<file path="config.mk">
export PLATFORM = sky130hd
export DESIGN_NAME = sd_sector_arbiter
export DESIGN_NICKNAME = d
export VERILOG_FILES = /design/src/rtl/sd_sector_arbiter.sv
export SDC_FILE = /design/constraint.sdc
export NUM_CORES = 1
export LEC_CHECK = 0
export ABC_CLOCK_PERIOD_IN_PS = 3000
export CAP_MARGIN = 40
export CORE_MARGIN = 1.5
export CORE_UTILIZATION = 40
export CTS_CLUSTER_SIZE = 40
export DETAILED_ROUTE_END_ITERATION = 8
export GPL_TIMING_DRIVEN = 0
export PLACE_DENSITY = 0.87
export SYNTH_ARGS = -nofsm -noshare
export SYNTH_HDL_FRONTEND = slang
export SYNTH_SLANG_ARGS = --single-unit
</file>
<file path="constraint.sdc">
create_clock -name clk -period 3 [get_ports clk]
set_input_delay 0.6 -clock clk [delete_from_list [all_inputs] [get_ports clk]]
set_output_delay 0.6 -clock clk [all_outputs]
set_load 0.01 [all_outputs]
</file>
<file path="src/rtl/sd_sector_arbiter.sv">
// rtl/sd_sector_arbiter.sv - round-robin sector arbiter sharing one SD controller
// Grants one client per 512-byte sector; routes strobed bytes between client and controller.
module sd_sector_arbiter #(
    parameter int NUM_CLIENTS  = 3,
    parameter int SECTOR_BYTES = 512,
    parameter int ADDR_WIDTH   = 32
) (
    input  logic                              clk,
    input  logic                              rst,
    input  logic [NUM_CLIENTS-1:0]            req,
    input  logic [NUM_CLIENTS-1:0]            req_wr,
    input  logic [NUM_CLIENTS*ADDR_WIDTH-1:0] req_addr,
    output logic [NUM_CLIENTS-1:0]            grant,
    output logic [NUM_CLIENTS-1:0]            done,
    output logic                              busy,
    output logic                              rd_byte_valid,
    output logic [7:0]                        rd_byte,
    output logic                              wr_byte_req,
    input  logic [7:0]                        wr_byte,
    input  logic                              sd_ready,
    output logic                              sd_rd,
    output logic                              sd_wr,
    output logic [ADDR_WIDTH-1:0]             sd_addr,
    input  logic [7:0]                        sd_dout,
    input  logic                              sd_byte_available,
    output logic [7:0]                        sd_din,
    input  logic                              sd_ready_for_next_byte
);
    localparam int CW = $clog2(SECTOR_BYTES);
    localparam int IW = $clog2(NUM_CLIENTS);
    localparam logic [CW-1:0]         CNT_LAST  = CW'(SECTOR_BYTES - 1);
    localparam logic [ADDR_WIDTH-1:0] ADDR_MASK = ~ADDR_WIDTH'(SECTOR_BYTES - 1);

    typedef enum logic [1:0] {S_IDLE, S_XFER, S_DONE} state_t;

    state_t                  state_q, state_d;
    logic [NUM_CLIENTS-1:0]  grant_q, grant_d;
    logic                    dir_wr_q, dir_wr_d;
    logic [ADDR_WIDTH-1:0]   sd_addr_q, sd_addr_d;
    logic                    sd_rd_q, sd_rd_d;
    logic                    sd_wr_q, sd_wr_d;
    logic [CW-1:0]           cnt_q, cnt_d;
    logic [IW-1:0]           rr_q, rr_d;
    logic                    avail_prev_q, avail_prev_d;
    logic                    rdy_prev_q, rdy_prev_d;
    logic                    rd_byte_valid_q, rd_byte_valid_d;
    logic [7:0]              rd_byte_q, rd_byte_d;

    logic [IW-1:0]           cand;
    logic [IW-1:0]           pick;
    logic                    found;
    logic [NUM_CLIENTS-1:0]  pick_onehot;
    logic [ADDR_WIDTH-1:0]   pick_addr;
    logic                    pick_wr;
    logic                    strobe_edge;

    function automatic logic [IW-1:0] wrap_inc(input logic [IW-1:0] v);
        return (int'(v) >= NUM_CLIENTS - 1) ? '0 : v + 1'b1;
    endfunction

    // Search starts at the round-robin pointer so the last winner goes to the back.
    always_comb begin
        cand        = rr_q;
        pick        = '0;
        found       = 1'b0;
        pick_onehot = '0;
        pick_addr   = '0;
        pick_wr     = 1'b0;
        for (int i = 0; i < NUM_CLIENTS; i++) begin
            if (!found && req[cand]) begin
                found = 1'b1;
                pick  = cand;
            end
            cand = wrap_inc(cand);
        end
        for (int i = 0; i < NUM_CLIENTS; i++) begin
            if (IW'(i) == pick) begin
                pick_onehot[i] = 1'b1;
                pick_addr      = req_addr[i*ADDR_WIDTH +: ADDR_WIDTH];
                pick_wr        = req_wr[i];
            end
        end
    end

    // Only the strobe of the granted direction is watched; a held level counts once.
    assign strobe_edge = dir_wr_q ? (sd_ready_for_next_byte & ~rdy_prev_q)
                                  : (sd_byte_available & ~avail_prev_q);

    always_ff @(posedge clk) begin
        if (rst) begin
            state_q         <= S_IDLE;
            grant_q         <= '0;
            dir_wr_q        <= 1'b0;
            sd_addr_q       <= '0;
            sd_rd_q         <= 1'b0;
            sd_wr_q         <= 1'b0;
            cnt_q           <= '0;
            rr_q            <= '0;
            avail_prev_q    <= 1'b0;
            rdy_prev_q      <= 1'b0;
            rd_byte_valid_q <= 1'b0;
            rd_byte_q       <= '0;
        end else begin
            state_q         <= state_d;
            grant_q         <= grant_d;
            dir_wr_q        <= dir_wr_d;
            sd_addr_q       <= sd_addr_d;
            sd_rd_q         <= sd_rd_d;
            sd_wr_q         <= sd_wr_d;
            cnt_q           <= cnt_d;
            rr_q            <= rr_d;
            avail_prev_q    <= avail_prev_d;
            rdy_prev_q      <= rdy_prev_d;
            rd_byte_valid_q <= rd_byte_valid_d;
            rd_byte_q       <= rd_byte_d;
        end
    end

    always_comb begin
        state_d         = state_q;
        grant_d         = grant_q;
        dir_wr_d        = dir_wr_q;
        sd_addr_d       = sd_addr_q;
        sd_rd_d         = sd_rd_q;
        sd_wr_d         = sd_wr_q;
        cnt_d           = cnt_q;
        rr_d            = rr_q;
        avail_prev_d    = sd_byte_available;
        rdy_prev_d      = sd_ready_for_next_byte;
        rd_byte_valid_d = 1'b0;
        rd_byte_d       = rd_byte_q;
        case (state_q)
            S_IDLE: begin
                if (found && sd_ready) begin
                    state_d   = S_XFER;
                    grant_d   = pick_onehot;
                    dir_wr_d  = pick_wr;
                    sd_addr_d = pick_addr & ADDR_MASK;
                    sd_rd_d   = ~pick_wr;
                    sd_wr_d   = pick_wr;
                    cnt_d     = '0;
                    rr_d      = wrap_inc(pick);
                end
            end
            S_XFER: begin
                if (strobe_edge) begin
                    if (!dir_wr_q) begin
                        rd_byte_valid_d = 1'b1;
                        rd_byte_d       = sd_dout;
                    end
                    cnt_d = cnt_q + 1'b1;
                    if (cnt_q == CNT_LAST) begin
                        sd_rd_d = 1'b0;
                        sd_wr_d = 1'b0;
                        state_d = S_DONE;
                    end
                end
            end
            S_DONE: begin
                state_d = S_IDLE;
                grant_d = '0;
            end
            default: state_d = S_IDLE;
        endcase
    end

    always_comb begin
        busy        = (state_q != S_IDLE);
        done        = (state_q == S_DONE) ? grant_q : '0;
        wr_byte_req = (state_q == S_XFER) && dir_wr_q && strobe_edge;
        sd_din      = (|grant_q && dir_wr_q) ? wr_byte : 8'h00;
    end

    assign grant         = grant_q;
    assign sd_rd         = sd_rd_q;
    assign sd_wr         = sd_wr_q;
    assign sd_addr       = sd_addr_q;
    assign rd_byte_valid = rd_byte_valid_q;
    assign rd_byte       = rd_byte_q;

endmodule
</file>
## Yosys cells after proc, flatten, opt, wreduce, memory -nomap -nowiden

Index checks and enable logic that the tools add are counted.

| word-level totals | value |
|---|---|
| bits of input ports | 123 |
| output and inout bits | 59 |
| flip-flop bits (word level) | 53 |
| word-level logic and storage cells | 102 |

| operators by class | value |
|---|---|
| bitwise gates (word level) | 8 |
| magnitude comparators | 6 |
| mux-type cells | 43 |
| equal/unequal tests | 8 |
| add/subtract/negate cells | 4 |
| reduce and logical (&&, ||, !) cells | 21 |

Operator list:

| kind | count |
|---|---|
| 2-to-1 mux 32 bit | 3 |
| 2-to-1 mux 1 bit | 18 |
| 2-to-1 mux 2 bit | 9 |
| 2-to-1 mux 9 bit | 2 |
| one-hot mux 9 bit (2 select lines) | 1 |
| adder 9 x 1 -> 9 bit (second input constant) | 1 |
| == test 9 bit (second input constant) | 1 |
| less-than comparator 2 x 3 -> 1 bit (second input constant) | 3 |
| AND reduction 3 bit | 3 |
| 2-to-1 mux 8 bit | 1 |
| adder 2 x 1 -> 2 bit (second input constant) | 3 |
| binary-select mux 1 bit (select 2 bit) | 3 |
| >= comparator 2 bit (second input constant) | 3 |
| logical AND 1 bit | 6 |
| 2-to-1 mux 3 bit | 2 |
| inequality test 2 bit (second input constant) | 3 |
| NOT 1 bit | 6 |
| one-hot mux 3 bit (2 select lines) | 1 |
| nonzero test 2 bit | 3 |
| OR reduction 3 bit | 2 |
| logical NOT 2 bit | 2 |
| one-hot mux 1 bit (2 select lines) | 2 |
| one-hot mux 2 bit (2 select lines) | 1 |
| AND reduction 2 bit | 2 |
| other kinds (7) | 9 |

## Logic depth before layout (Yosys ltp)

Gate-level depths: netlist of the first run.

| logic depth | value |
|---|---|
| depth after elaboration | 16 |
| gate-level depth with buffers | 8 |
| depth with buffers taken out | 7 |

## Worst setup path after synthesis of the first run

OpenSTA, ideal clock, no wires.

| timing | value |
|---|---|
| path type | input to register |
| from | input port req[0] |
| to | register sd_addr_q[31], in the netlist sd_addr[31] |
| path buffers | 3 |
| stages on the path | 8 |
| setup time | 0.130 ns |
| slack | 1.221 ns |
| arrival | 1.649 ns |
| cell sequence | buf_6 > nor2b_1 > o21ai_1 > and2_1 > buf_6 > buf_6 > a222oi_1 > a21oi_1 |

| between the ends | value |
|---|---|
| longest elaborated chain between the ends | 13 |

Ends and longest elaborated chain:

| item | RTL line | RTL |
|---|---|---|
| start: declaration | 10 | `input logic [NUM_CLIENTS-1:0] req,` |
| binary-select mux 1 bit (select 2 bit) | 70 | `if (!found && req[cand]) begin` |
| 2-to-1 mux 1 bit (implied by the code) | 70 |  |
| 2-to-1 mux 1 bit | 70 |  |
| logical NOT 1 bit | 70 |  |
| logical AND 1 bit | 70 |  |
| 2-to-1 mux 1 bit | 70 |  |
| logical NOT 1 bit | 70 |  |
| logical AND 1 bit | 70 |  |
| 2-to-1 mux 2 bit | 70 |  |
| logical NOT 2 bit | 77 | `if (IW'(i) == pick) begin` |
| 2-to-1 mux 32 bit (3 in a row) | 77 |  |
| end signal: assignment | 107 | `sd_addr_q <= sd_addr_d;` |
| end: declaration | 39 | `logic [ADDR_WIDTH-1:0] sd_addr_q, sd_addr_d;` |

Parallel ways exist; a longest one is shown, timed or not. The select of a mux whose other input is x is not followed.
A chain may end at the register's enable or synchronous reset.

## Worst setup path after layout of the first run

| timing | value |
|---|---|
| from | input port sd_ready_for_next_byte |
| to | output port wr_byte_req |

| between the ends | value |
|---|---|
| longest elaborated chain between the ends | 3 |

Ends and longest elaborated chain:

| item | RTL line | RTL |
|---|---|---|
| start: declaration | 27 | `input logic sd_ready_for_next_byte` |
| bitwise AND 1 bit | 86 | `assign strobe_edge = dir_wr_q ? (sd_ready_for_next_byte & ~rdy_prev_q)` |
| 2-to-1 mux 1 bit | 86 |  |
| logical AND 1 bit | 170 | `wr_byte_req = (state_q == S_XFER) && dir_wr_q && strobe_edge;` |
| end: declaration | 18 | `output logic wr_byte_req,` |

Every way passes these cells.

==> results of run 1 <==
through the flow:
| step | power, W | area (um2) | util |
|---|---|---|---|
| after floorplan | 0.00101 | 2860 | - |
| after global placement | 0.00126 | 4410 | 0.645 |
| after detailed placement | 0.00127 | 4410 | 0.645 |
| after CTS | 0.00177 | 4520 | 0.662 |
| after global routing | 0.00184 | 4520 | 0.662 |
| final | 0.00176 | 4520 | 0.662 |
synth_stat cells (all sizes together):
cell type / number / area share
clkbuf: 7 / 0.0093
nor2: 41 / 0.054
ha: 2 / 0.0089
a32o: 1 / 0.0035
and2: 14 / 0.032
nand4: 4 / 0.0089
buf: 26 / 0.076
nor3: 6 / 0.011
nor2b: 6 / 0.013
nand3: 22 / 0.039
o221ai: 5 / 0.015
dfxtp: 53 / 0.38
o32ai: 1 / 0.0058
nand3b: 1 / 0.0027
xnor2: 1 / 0.0031
o22ai: 2 / 0.0044
and3b: 1 / 0.0031
o31a: 1 / 0.0031
a222oi: 1 / 0.0035
o31ai: 17 / 0.045
o311a: 1 / 0.0035
a21boi: 1 / 0.0066
a21oi: 21 / 0.039
mux2i: 9 / 0.032
and3: 23 / 0.051
inv: 4 / 0.0053
or2: 1 / 0.0022
or2b: 1 / 0.0027
nor4: 1 / 0.0022
a21o: 1 / 0.0027
nand2b: 2 / 0.0044
a31oi: 1 / 0.0022
nand2: 19 / 0.031
o311ai: 1 / 0.0093
xor2: 6 / 0.019
conb: 1 / 0.0013
o21ai: 6 / 0.011
or3b: 1 / 0.0040
and4b: 1 / 0.0035
a211oi: 17 / 0.050
cells by family after synthesis:
| kind of cell | count (synthesis) | synth area share |
|---|---|---|
| mux | 9 | 0.0319 |
| compound gates | 77 | 0.205 |
| simple gates | 144 | 0.265 |
| buf+inv | 37 | 0.0907 |
| xor+xnor | 7 | 0.0217 |
| flops | 53 | 0.375 |
| other cells | 1 | 0.00133 |
| fa+ha+maj | 2 | 0.00885 |
worst register-to-register path: stages, from the launching register on:
cell      delay, ns
dfxtp_1        0.51
nor2b_1        0.08
o21ai_1        0.15
nand2_1        0.19
buf_1          0.33
o221ai_1       0.29
a21oi_1        0.10
flip-flops by register name, indices dropped and copies added (netlist names):
register / flops
sd_addr: 23
sd_wr: 1
state_q: 2
rd_byte: 8
rr_q: 2
sd_rd: 1
cnt_q: 9
rd_byte_valid: 1
avail_prev_q: 1
grant: 3
rdy_prev_q: 1
dir_wr_q: 1
worst max path at each step:
| stage | startpoint | to |
|---|---|---|
| 2_1_floorplan | req[0] | sd_addr[31] |
| 3_3_place_gp | sd_ready_for_next_byte | wr_byte_req |
| 3_5_place_dp | req[1] | sd_addr[30] |
| 4_1_cts | sd_ready_for_next_byte | wr_byte_req |
| 5_1_grt | sd_ready_for_next_byte | wr_byte_req |
| 6_report | sd_ready_for_next_byte | wr_byte_req |
cell type report:
type | count | area (um2)
Multi-Input combinational cell | 248 | 1540
Buffer | 33 | 241
Tap cell | 96 | 120
Timing Repair Buffer | 143 | 1430
Sequential cell | 53 | 1060
Fill cell | 593 | 2310
Inverter | 4 | 15.0
Clock inverter | 1 | 30.0
Clock buffer | 7 | 86.3
metal layers:
metal,GRT usage,up-vias
met5,0,-
met4,0.0836,0
met3,0.0464,17
met2,0.433,130
met1,0.262,1375
li1,-,1492
cells in the final DEF, fill, tap and decap left out, types with 2 or more instances in the layout:
cell type | synthesis | layout
o22ai_1 | 2 | 2
buf_4 | 12 | 12
nor2b_1 | 6 | 6
nand4_1 | 4 | 4
and3_1 | 23 | 23
buf_6 | 9 | 9
nand2_4 | 2 | 2
and2_1 | 13 | 13
nand2_1 | 16 | 16
a21oi_1 | 20 | 20
a211oi_1 | 14 | 14
nor3_1 | 6 | 6
clkbuf_8 | 0 | 6
o221ai_1 | 5 | 5
o21ai_1 | 2 | 2
xor2_1 | 6 | 6
o21ai_0 | 4 | 4
ha_1 | 2 | 2
clkbuf_1 | 7 | 8
a211oi_2 | 3 | 3
conb_1 | 1 | 9
nand3_1 | 22 | 22
clkdlybuf4s50_1 | 0 | 143
mux2i_1 | 9 | 9
nand2b_1 | 2 | 2
buf_2 | 4 | 4
nor2_1 | 41 | 41
dfxtp_1 | 53 | 53
inv_1 | 4 | 4
o31ai_1 | 17 | 17
power breakdown:
part           switching, W  internal, W
Combinational      0.000209     0.000276
Sequential        0.0000268     0.000745
Clock              0.000232     0.000272
Total              0.000467      0.00129
==> impl_metrics.tcl, run 1 <==
set metrics [dict create \
    status "finished, final reports clean" \
    hold_start "sd_addr[28]" \
    synth-seq-cells 53 \
    r2r-end "sd_addr[29]" \
    slowest_stage "clkdlybuf4s50_1" \
    required_ns 2.40 \
    wl_met2_um 4560 \
    finClkSkew_ns 0.00739 \
    hold_viol 0 \
    cts_resized 0 \
    topRoutingLayerUsed "met4" \
    ir_drop_uv 203 \
    layoutNonFillerInstCount 585 \
    die_x_um 87.1 \
    grt_pass1_vias 2966 \
    path_class "input pin to output port" \
    die_y_um 87.1 \
    tns_ns 0 \
    hold_buffers 0 \
    m1WireLength_um 3590 \
    cts_root_buffer "clkbuf_8" \
    wl_met3_um 536 \
    routed_wl_um 8880 \
    slew_headroom 0.612 \
    clock_path_buffers 2 \
    syn_avg_cell_area_um2 8.57 \
    r2r_start "rr_q[0]" \
    drtIter0Drc 145 \
    vias 3014 \
    grt_setup_unrepaired "no" \
    crit_path_cell_trace "clkdlybuf4s50_1 > nand3b_1 > nor2_1 > clkdlybuf4s50_1" \
    h-tree-depth 2 \
    grt_usage 0.233 \
    final_nets 613 \
    synth_area_um2 2830 \
    end_kind "output port" \
    dpl.hpwl_um 6840 \
    io_pins 182 \
    antenna_left 0 \
    p_leak_nw 1.83 \
    cp.arrival_ns 1.89 \
    r2r_slack_ns 1.21 \
    setup_viol 0 \
    r2r_cells 6 \
    path_depth 4 \
    synthCells 330 \
    antenna_found_initial 0 \
    holdPathEnd "sd_addr[28]" \
    drive_above_1_share 0.0920 \
    clock.fmax_mhz 401 \
    drtPass1Iterations 4 \
    worst-slew-pin-transition_ns 0.582 \
    seq_area_frac_synth 0.375 \
    grt_max_degree 16 \
    startpoint_type "input pin" \
    yosysWarningCount 0 \
    whs_path_depth 2 \
    route.detailed.drc 0 \
    slowest_delay_ns 0.55 \
    grt-ovfl-total 0 \
    period_share 0.831 \
    path_max_fanout 3 \
    holdWs_ns 0.464 \
    cts_tree "yes" \
    numCtsBuffers 5 \
    drv_cap 0 \
    core_um2 6830 \
    setup_slack_ns 0.506 \
    power_density_nw_per_um2 389 \
    clk_pin_slew_worst_paths_ns 0.09 \
    post_drt_via_cell_ratio 5.15 \
    wire_per_inst_um 15.2 \
    tritoncts_num_sinks 53 \
    dieArea_um2 7580 \
    dp.cells 577 \
    grt_pass1_wl_um 13800 \
    hold_path.class "register to register" \
    synth_cell_type_count 49 \
    port_buffers 143 \
    clock_latency_ns 0.31 \
    postCtsSetupRepairBufs 0 \
    min_period_ns 2.49 \
    place_congestion 0.830 \
    cpMostUsedCell "clkdlybuf4s50_1" \
    preCtsSetupSlack_ns 0.488 \
    slew_violations 0 \
    antenna_cells 0 \
    crit_family "buffers and inverters" \
    cp_num_buf_inv 2 \
    area_growth_pct 60.1 \
    initial_core_util 0.414 \
    fp-row-count 30 \
]
No activity file was read; power rests on OpenSTA's default activity.
==> run 2: changes to the inputs <==
==> config.mk (replaced) <==
export PLATFORM = sky130hd
export DESIGN_NAME = sd_sector_arbiter
export DESIGN_NICKNAME = d
export VERILOG_FILES = /design/src/rtl/sd_sector_arbiter.sv
export SDC_FILE = /design/constraint.sdc
export NUM_CORES = 1
export LEC_CHECK = 0
export ABC_CLOCK_PERIOD_IN_PS = 2600
export CAP_MARGIN = 40
export CORE_MARGIN = 1.5
export CORE_UTILIZATION = 37
export CTS_CLUSTER_SIZE = 40
export DETAILED_ROUTE_END_ITERATION = 8
export GPL_TIMING_DRIVEN = 0
export PLACE_DENSITY = 0.82
export SYNTH_ARGS = -nofsm -noshare
export SYNTH_HDL_FRONTEND = slang
export SYNTH_SLANG_ARGS = --single-unit
==> constraint.sdc (replaced) <==
create_clock -name clk -period 2.6 [get_ports clk]
set_input_delay 0.52 -clock clk [delete_from_list [all_inputs] [get_ports clk]]
set_output_delay 0.52 -clock clk [all_outputs]
set_load 0.01 [all_outputs]
==> run 2 against run 1 <==
  * Worst hold slack improved by 0.0045 ns
  * Sequential share of layout area increased by 0.085 points
  * Count of clock-buffer cells in the layout is 1 lower
  * Die area increased by 7.8%
  * Register-to-register slack worse by 0.37 ns
  * Critical path depth unchanged
==> impl_metrics.tcl, run 2 (synthesis results as in run 1) <==
set metrics [dict create \
    dieArea_um2 8170 \
    period_share 0.896 \
    final_nets 613 \
    preCtsSetupSlack_ns 0.199 \
    status "finished, final reports clean" \
    switching_share 0.283 \
    vias 3015 \
    path_class "input pin to output port" \
    h-tree-depth 2 \
    routed_wl_um 8690 \
    grt_max_degree 17 \
    hold_path.class "register to register" \
    layout_commonest_cell "clkdlybuf4s50_1" \
    core_um2 7330 \
    power_frac_seq 0.458 \
    die_x_um 90.4 \
    port_buffers 143 \
    required_ns 2.08 \
    setup_slack_ns 0.271 \
    slew_violations 0 \
    wl_met2_um 4430 \
    seq_area_um2 1060 \
    slew_headroom 0.649 \
    tns_ns 0 \
    hold_buffers 0 \
    clock_latency_ns 0.31 \
    cts_tree "yes" \
    p_leak_nw 1.82 \
    grt_setup_unrepaired "no" \
    grt_pass1_wl_um 14200 \
    multi_input_area_um2 1540 \
    clock_path_buffers 2 \
    clock.fmax_mhz 429 \
    numCtsBuffers 5 \
    grt_usage 0.214 \
    fp-row-count 31 \
    dpl.hpwl_um 6700 \
    largest_register_ffs 23 \
    clk_pin_slew_worst_paths_ns 0.09 \
    wire_per_inst_um 14.8 \
    antenna_cells 0 \
    tritoncts_num_sinks 53 \
    n_fill_cell 640 \
    grt_pass1_vias 3003 \
    cts_resized 0 \
    p_int_w 0.00139 \
    final_cell_mix "143 x clkdlybuf4s50_1, 53 x dfxtp_1, 41 x nor2_1, 23 x and3_1, 22 x nand3_1" \
    antenna_found_initial 0 \
    drv_cap 0 \
    end_kind "output port" \
    grt-ovfl-total 0 \
    drtPass1Iterations 4 \
    area_growth_pct 59.5 \
    die_y_um 90.4 \
    min_period_ns 2.33 \
    m1WireLength_um 3710 \
    combPwrFrac 0.285 \
    antenna_left 0 \
    route.detailed.drc 0 \
    clockPowerShare 0.257 \
    worst-slew-pin-transition_ns 0.526 \
    io_pins 182 \
    setup_viol 0 \
    wl_met3_um 436 \
    place_congestion 0.869 \
    post_drt_via_cell_ratio 5.13 \
    hold_viol 0 \
    path_max_fanout 3 \
    dp.cells 580 \
    drtIter0Drc 119 \
    startpoint_type "input pin" \
    layoutNonFillerInstCount 588 \
    power_density_nw_per_um2 432 \
    cp.arrival_ns 1.81 \
    topRoutingLayerUsed "met4" \
    cts_root_buffer "clkbuf_8" \
    switching_power_w 0.000551 \
    initial_core_util 0.386 \
    holdWs_ns 0.468 \
    drive_above_1_share 0.0941 \
    postCtsSetupRepairBufs 0 \
    ir_drop_uv 253 \
    finClkSkew_ns 0.0123 \
]
[run 2: changes by cell type in the layout (fill, tap and decap cells not counted)]
cell | before | now
bufinv_16 | 1 | 0
clkinv_4 | 0 | 1
clkbuf_1 | 8 | 7
clkinv_2 | 0 | 1
[run 2: through the flow]
step	util	power, W	area, um2
final	0.615	0.00195	4510
after global routing	0.615	0.00204	4510
after CTS	0.615	0.00196	4510
after detailed placement	0.602	0.00146	4410
after global placement	0.602	0.00145	4410
after floorplan	-	0.00117	2860
[run 2: final timing paths]
check | start | to | slack (ns) | depth (start not counted)
max | sd_ready_for_next_byte | wr_byte_req | 0.27 | 4
min | sd_addr[10] | sd_addr[10] | 0.47 | 2
max reg2reg | rr_q[0] | sd_addr[30] | 0.84 | 6
min reg2reg | sd_addr[10] | sd_addr[10] | 0.47 | 2
[run 2: layout make-up]
cell class	count	area share
Multi-Input combinational cell	248	0.341
Buffer	33	0.0536
Inverter	4	0.00333
Tap cell	99	0.0275
Clock inverter	2	0.00305
Clock buffer	6	0.0183
Sequential cell	53	0.235
Timing Repair Buffer	143	0.318
[run 2: power groups by stage]
stage               combinational (W)  sequential (W)  clock, W
CTS                          0.000554        0.000891  0.000511
global route                 0.000599        0.000898  0.000540
global placement             0.000545        0.000908         0
finish                       0.000554        0.000891  0.000500
floorplan                    0.000240        0.000925         0
detailed placement           0.000552        0.000910         0
[run 2: routing by layer]
| metal | GRT usage | vias up |
|---|---|---|
| met5 | 0 | - |
| met4 | 0.0754 | 0 |
| met2 | 0.376 | 109 |
| li1 | - | 1484 |
| met3 | 0.0354 | 10 |
| met1 | 0.262 | 1412 |
[run 2: critical path, stage by stage]
cell and delay, ns:
clkdlybuf4s50_1 0.48, nand3b_1 0.13, nor2_1 0.11, clkdlybuf4s50_1 0.56
